--- config.mk ---
export PLATFORM = sky130hd
export DESIGN_NAME = clock_ctrl
export DESIGN_NICKNAME = d
export VERILOG_FILES = /design/src/rtl/clock_pkg.sv /design/src/rtl/clk_prescaler.sv /design/src/rtl/clock_ctrl.sv
export SDC_FILE = /design/constraint.sdc
export NUM_CORES = 1
export LEC_CHECK = 0
export BUFFER_PORTS_ARGS = -buffer_cell sky130_fd_sc_hd__buf_2
export CELL_PAD_IN_SITES_DETAIL_PLACEMENT = 0
export CELL_PAD_IN_SITES_GLOBAL_PLACEMENT = 2
export CORE_MARGIN = 1
export CORE_UTILIZATION = 35
export CTS_CLUSTER_DIAMETER = 60
export CTS_CLUSTER_SIZE = 28
export DETAILED_ROUTE_END_ITERATION = 7
export PLACE_DENSITY = 0.91
export REMOVE_ABC_BUFFERS = 1
export SLEW_MARGIN = 20
export SYNTH_ARGS = -nofsm -noshare
export SYNTH_HDL_FRONTEND = slang
export SYNTH_HIERARCHICAL = 1
export SYNTH_SLANG_ARGS = --single-unit
--- constraint.sdc ---
create_clock -name clk -period 3.8 [get_ports clk]
set_input_delay 0.19 -clock clk [delete_from_list [all_inputs] [get_ports clk]]
set_output_delay 0.19 -clock clk [all_outputs]
set_load 0.01 [all_outputs]
--- src/rtl/clock_pkg.sv ---
// Shared types and constants for the digital-clock timekeeping controller.
package clock_pkg;

  typedef enum logic [1:0] {
    RUN      = 2'd0,
    SET_HOUR = 2'd1,
    SET_MIN  = 2'd2
  } state_t;

  localparam logic [3:0] SEC_MAX_H = 4'd5;
  localparam logic [3:0] SEC_MAX_L = 4'd9;
  localparam logic [3:0] MIN_MAX_H = 4'd5;
  localparam logic [3:0] MIN_MAX_L = 4'd9;

  localparam int BLINK_HOUR = 2;
  localparam int BLINK_MIN  = 1;
  localparam int BLINK_SEC  = 0;

  // Exact-match compare; out-of-range BCD never produces a carry.
  function automatic logic bcd_is(input logic [3:0] hi, input logic [3:0] lo,
                                  input logic [3:0] max_hi, input logic [3:0] max_lo);
    return (hi == max_hi) && (lo == max_lo);
  endfunction

endpackage

--- src/rtl/clk_prescaler.sv ---
// Divides the system clock into a one-cycle tick every TICK_DIV clocks,
// plus a half-period phase used for display blinking.
module clk_prescaler #(
  parameter int TICK_DIV = 50_000_000
) (
  input  logic clk,
  input  logic rst,
  input  logic clr,
  output logic tick,
  output logic phase
);

  localparam int PW = (TICK_DIV > 1) ? $clog2(TICK_DIV) : 1;

  logic [PW-1:0] r_pcnt;

  // NOTE: sequential state uses <= so every register updates from pre-edge values.
  always_ff @(posedge clk) begin
    if (rst || clr) begin
      r_pcnt <= '0;
    end else if (tick) begin
      r_pcnt <= '0;
    end else begin
      r_pcnt <= r_pcnt + PW'(1);
    end
  end

  assign tick  = (r_pcnt == PW'(TICK_DIV - 1));
  assign phase = (r_pcnt < PW'(TICK_DIV / 2));

endmodule

--- src/rtl/clock_ctrl.sv ---
// Timekeeping and time-set controller: counter enables with BCD carry
// cascade, RUN/SET_HOUR/SET_MIN mode FSM with idle timeout, blink masks.
module clock_ctrl
  import clock_pkg::*;
#(
  parameter int TICK_DIV  = 50_000_000,
  parameter int TIMEOUT_S = 10
) (
  input  logic       clk,
  input  logic       rst,
  input  logic       btn_mode,
  input  logic       btn_inc,
  input  logic [3:0] secH,
  input  logic [3:0] secL,
  input  logic [3:0] minH,
  input  logic [3:0] minL,
  input  logic [3:0] hourH,
  input  logic [3:0] hourL,
  output logic       en_sec,
  output logic       en_min,
  output logic       en_hour,
  output logic       tick_1hz,
  output logic [1:0] mode,
  output logic [2:0] blink_mask
);

  localparam int IDLE_W = $clog2(TIMEOUT_S + 1);

  state_t            r_state;
  logic [IDLE_W-1:0] r_idle_cnt;
  logic              r_en_sec;
  logic              r_en_min;
  logic              r_en_hour;
  logic              r_tick_1hz;
  logic [2:0]        r_blink_mask;

  state_t            w_state_next;
  logic [IDLE_W-1:0] w_idle_next;
  logic              w_en_sec_next;
  logic              w_en_min_next;
  logic              w_en_hour_next;
  logic [2:0]        w_blink_next;
  logic              w_clr;
  logic              w_tick;
  logic              w_phase;
  logic              w_sec_59;
  logic              w_min_59;
  logic              w_idle_last;
  logic              w_unused;

  clk_prescaler #(
    .TICK_DIV (TICK_DIV)
  ) u_prescaler (
    .clk   (clk),
    .rst   (rst),
    .clr   (w_clr),
    .tick  (w_tick),
    .phase (w_phase)
  );

  assign w_sec_59    = bcd_is(secH, secL, SEC_MAX_H, SEC_MAX_L);
  assign w_min_59    = bcd_is(minH, minL, MIN_MAX_H, MIN_MAX_L);
  assign w_idle_last = ((r_idle_cnt + IDLE_W'(1)) == IDLE_W'(TIMEOUT_S));
  // Hours never carry anywhere; the digits are part of the counter bundle only.
  assign w_unused    = ^{hourH, hourL};

  always_comb begin
    // NOTE: every signal driven here gets a default first, so no latch is inferred.
    w_state_next   = r_state;
    w_idle_next    = r_idle_cnt;
    w_en_sec_next  = 1'b0;
    w_en_min_next  = 1'b0;
    w_en_hour_next = 1'b0;
    w_blink_next   = 3'b111;

    case (r_state)
      RUN: begin
        if (w_tick) begin
          w_en_sec_next  = 1'b1;
          w_en_min_next  = w_sec_59;
          w_en_hour_next = w_sec_59 && w_min_59;
        end
        if (btn_mode) begin
          w_state_next = SET_HOUR;
          w_idle_next  = '0;
        end
      end
      SET_HOUR, SET_MIN: begin
        if (btn_mode) begin
          w_state_next = (r_state == SET_HOUR) ? SET_MIN : RUN;
          w_idle_next  = '0;
        end else if (btn_inc) begin
          w_en_hour_next = (r_state == SET_HOUR);
          w_en_min_next  = (r_state == SET_MIN);
          w_idle_next    = '0;
        end else if (w_tick) begin
          if (w_idle_last) begin
            w_state_next = RUN;
            w_idle_next  = '0;
          end else begin
            w_idle_next = r_idle_cnt + IDLE_W'(1);
          end
        end
      end
      default: w_state_next = RUN;
    endcase

    // Every return to RUN restarts the second so the next tick is a full period away.
    w_clr = (w_state_next == RUN) && (r_state != RUN);

    if (w_state_next == SET_HOUR) w_blink_next[BLINK_HOUR] = w_phase;
    if (w_state_next == SET_MIN)  w_blink_next[BLINK_MIN]  = w_phase;
  end

  always_ff @(posedge clk) begin
    if (rst) begin
      r_state      <= RUN;
      r_idle_cnt   <= '0;
      r_en_sec     <= 1'b0;
      r_en_min     <= 1'b0;
      r_en_hour    <= 1'b0;
      r_tick_1hz   <= 1'b0;
      r_blink_mask <= 3'b111;
    end else begin
      r_state      <= w_state_next;
      r_idle_cnt   <= w_idle_next;
      r_en_sec     <= w_en_sec_next;
      r_en_min     <= w_en_min_next;
      r_en_hour    <= w_en_hour_next;
      r_tick_1hz   <= w_tick;
      r_blink_mask <= w_blink_next;
    end
  end

  assign en_sec     = r_en_sec;
  assign en_min     = r_en_min;
  assign en_hour    = r_en_hour;
  assign tick_1hz   = r_tick_1hz;
  assign mode       = r_state;
  assign blink_mask = r_blink_mask;

endmodule

==> results.py <==
metrics = {
    "floorplan": {
        "die_y_um": 78.4,
        "initial_utilization": 0.366,
        "core_um2": 5570,
        "fp.dieArea_um2": 6140,
        "rows": 27,
        "io_pins": 37,
        "dieWidth_um": 78.4,
    },
    "global_routing": {
        "grt_pass1_wl_um": 7490,
        "grtUsageTotal": 0.150,
        "overflow": 0,
        "first_global_vias": 1694,
        "grt_start_max_net_pins": 15,
        "antenna_found_initial": 0,
    },
    "worst_setup_path": {
        "cp_data_required_time_ps": 3980,
        "end_kind": "flip-flop",
        "r2r-start": "u_prescaler/r_pcnt[9]$_SDFF_PP0_",
        "reg2regPathDepth": 10,
        "crit_path_start_kind": "flip-flop",
        "worstPathArrival_ps": 3010,
        "crit_type": "reg2reg",
        "r2r_end": "u_prescaler/r_pcnt[2]$_SDFF_PP0_",
        "path_max_fanout": 14,
        "setup.worst_path.start": "u_prescaler/r_pcnt[9]$_SDFF_PP0_",
        "reg2reg_slack_ps": 970,
        "cp-endpoint": "u_prescaler/r_pcnt[2]$_SDFF_PP0_",
    },
    "cells_and_area": {
        "final_util": 0.418,
        "synthToLayoutAreaGrowth_pct": 14.1,
        "final_nets": 300,
        "layout.cells.non_filler": 338,
        "seqCellArea_um2": 761,
        "num_antenna_cells": 0,
        "n_fill_cell": 566,
        "multi_input_area_um2": 1180,
        "layout-drive-gt1-share": 0.184,
    },
    "clocking": {
        "cts.root.buffer_cell": "clkbuf_8",
        "clk-insertion-delay-late_ps": 290,
        "cts_resized": 0,
        "cts_made_buffers": 5,
        "clockBufferDepth": 2,
        "clk_pin_slew_ps": 80,
        "post_cts_buffers": 0,
        "clock_sinks": 38,
        "h-tree-depth": 2,
        "cts_tree": "done",
        "hold_buffers": 0,
    },
    "synthesis": {
        "synth_top_family_by_area": "simple AND/OR/NAND/NOR gates",
        "synth_area_leaders": "dfxtp_1 (37%), a21oi_1 (5.4%), nor2_1 (4.4%)",
        "ys_seq_elements": 38,
        "synthMuxAreaShare": 0.00490,
        "synth-simple-area-share": 0.294,
        "syn_inst": 239,
        "synth_edf_count": 0,
        "netlist.area_leader.share": 0.373,
        "synth.most_common_cell": "dfxtp_1",
        "synth_common_cells": "dfxtp_1 (38), nor2_1 (24), a21oi_1 (22)",
        "ys.flop_type": "dfxtp_1",
        "avgSynthCellArea_um2": 8.54,
        "async_reset_ff_frac": 0,
        "synth_compound_area_frac": 0.186,
        "ys_seq_area_frac": 0.373,
        "synth_top_area_cell": "dfxtp_1",
        "synthAdderAreaFrac": 0.0429,
        "synth_xor_area_frac": 0.0472,
        "yosys_warnings": 6,
        "synth.distinct_cells": 52,
        "synth_area_um2": 2040,
    },
    "routing": {
        "viasPerCell": 5.23,
        "first_pass_iters": 4,
        "ant_nets": 0,
        "vias": 1767,
        "routed.top_layer": "met4",
        "route.met3.wl_um": 104,
        "drtIter0Drc": 91,
        "wl_met1_um": 2180,
        "wl_met2_um": 1950,
        "drc_errors": 0,
        "wirelength_um": 4270,
        "wire_per_inst_um": 12.6,
    },
    "sta": {
        "max_slew_margin": 0.314,
        "fin_crit_ps": 2830,
        "fmax_mhz": 353,
        "tightest_slew_ps": 1020,
        "tns_ps": 0,
        "drv_slew": 0,
        "rsz0062_at_grt": "false",
        "fin_crit_sh": 0.746,
        "finalClockSkew_ps": 5.46,
        "finalHoldViolations": 0,
        "whs_ps": 214,
        "setup_viol": 0,
    },
    "pwr": {
        "leakagePower_uw": 0.000780,
        "powerDensity_nw_per_um2": 343,
        "peakVddDrop_v": 0.000179,
        "power.total_uw": 799,
    },
    "placement": {
        "gp_congestion": 0.769,
        "port_buffers": 27,
        "numPlacedInstances": 330,
        "dp.final_hpwl_um": 3210,
    },
    "run": {
        "drv_cap": 0,
    },
    "outcome": {
        "status": "finished clean",
    },
    "min_path": {
        "hold_class": "in2reg",
    },
}
## flip-flops by register name, indices dropped and copies added (netlist names)
register / count
mode: 2
tick_1hz: 1
r_idle_cnt: 4
en_min: 1
u_prescaler/r_pcnt: 26
en_sec: 1
blink_mask: 2
en_hour: 1
## worst min-delay path by stage
stage	slack, ps	endpoint	start	cells after the start
3_3_place_gp	450	u_prescaler/r_pcnt[0]$_SDFF_PP0_	u_prescaler/r_pcnt[0]$_SDFF_PP0_	1
3_5_place_dp	470	u_prescaler/r_pcnt[0]$_SDFF_PP0_	u_prescaler/r_pcnt[0]$_SDFF_PP0_	1
4_1_cts	210	r_idle_cnt[3]$_SDFFE_PP0P_	rst	2
6_report	210	r_idle_cnt[2]$_SDFFE_PP0P_	rst	2
2_1_floorplan	260	r_idle_cnt[1]$_SDFFE_PP0P_	rst	1
5_1_grt	230	r_idle_cnt[2]$_SDFFE_PP0P_	rst	2
## layer usage
layer	vias up	global-route usage
met5	-	0
met4	0	0.0463
met3	4	0.0326
met2	20	0.239
met1	818	0.203
li1	925	-
## area by class of cell
type / instances / area share
timing repair buffer: 28 / 0.0613
tap: 72 / 0.0387
sequential: 38 / 0.327
multi-input combinational: 179 / 0.506
clock buffer: 5 / 0.0296
inverter: 13 / 0.0210
clock inverter: 3 / 0.0172
## cell families (layout without fill, tap and decap cells)
group | after synthesis | after routing
adder cells (fa/ha/maj) | 7 | 7
buffers and inverters | 22 | 49
flip-flops | 38 | 38
AO/OA/AOI/OAI | 56 | 56
XOR/XNOR | 11 | 11
AND/OR/NAND/NOR | 103 | 103
multiplexers | 1 | 1
other | 1 | 1
## critical path, stage by stage (launching register included)
cell and delay (ps):
dfxtp_1 360, nor4_1 450, nand4_1 220, nor3_1 490, and2b_2 280, nand2_1 50
a21oi_1 120, nor2_1 70, o31ai_2 250, buf_4 340, nor2_1 70
## cell usage in the layout, fill, tap and decap left out, types with 2 or more instances in the layout
master	netlist	layout
nand4b_1	2	2
nand2_1	10	10
buf_2	2	27
o211ai_1	3	3
and2b_2	2	2
nand3b_1	2	2
clkinv_2	0	2
nand2b_1	2	2
o21a_1	2	2
xnor2_1	10	10
o21ai_0	7	7
ha_1	7	7
a31oi_1	2	2
nand3_1	9	9
nand4_1	7	7
nor4bb_1	2	2
o31ai_1	8	8
dfxtp_1	38	38
inv_1	12	12
o31ai_2	2	2
and3_1	3	3
and4_1	2	2
nor3_1	8	8
a21oi_1	22	22
nor4_1	3	3
or4_1	12	12
or3_1	7	7
nor2_1	24	24
clkbuf_8	1	5
## where the power goes
| part | total, uW | leakage [uW] | switching [uW] | internal (uW) |
|---|---|---|---|---|
| logic | 57.1 | 0.000415 | 34.5 | 22.6 |
| registers | 407 | 0.000307 | 4.96 | 402 |
| clock network | 335 | 0.0000579 | 142 | 193 |
| total | 799 | 0.000780 | 181 | 618 |
## through the flow
| stage | area (um2) | setup slack [ps] |
|---|---|---|
| detailed placement | 2220 | 975 |
| CTS | 2330 | 957 |
| global route | 2330 | 709 |
| global placement | 2220 | 995 |
| floorplan | 1990 | 1630 |
| finish | 2330 | 965 |
Power figures use the tool's default switching activity.
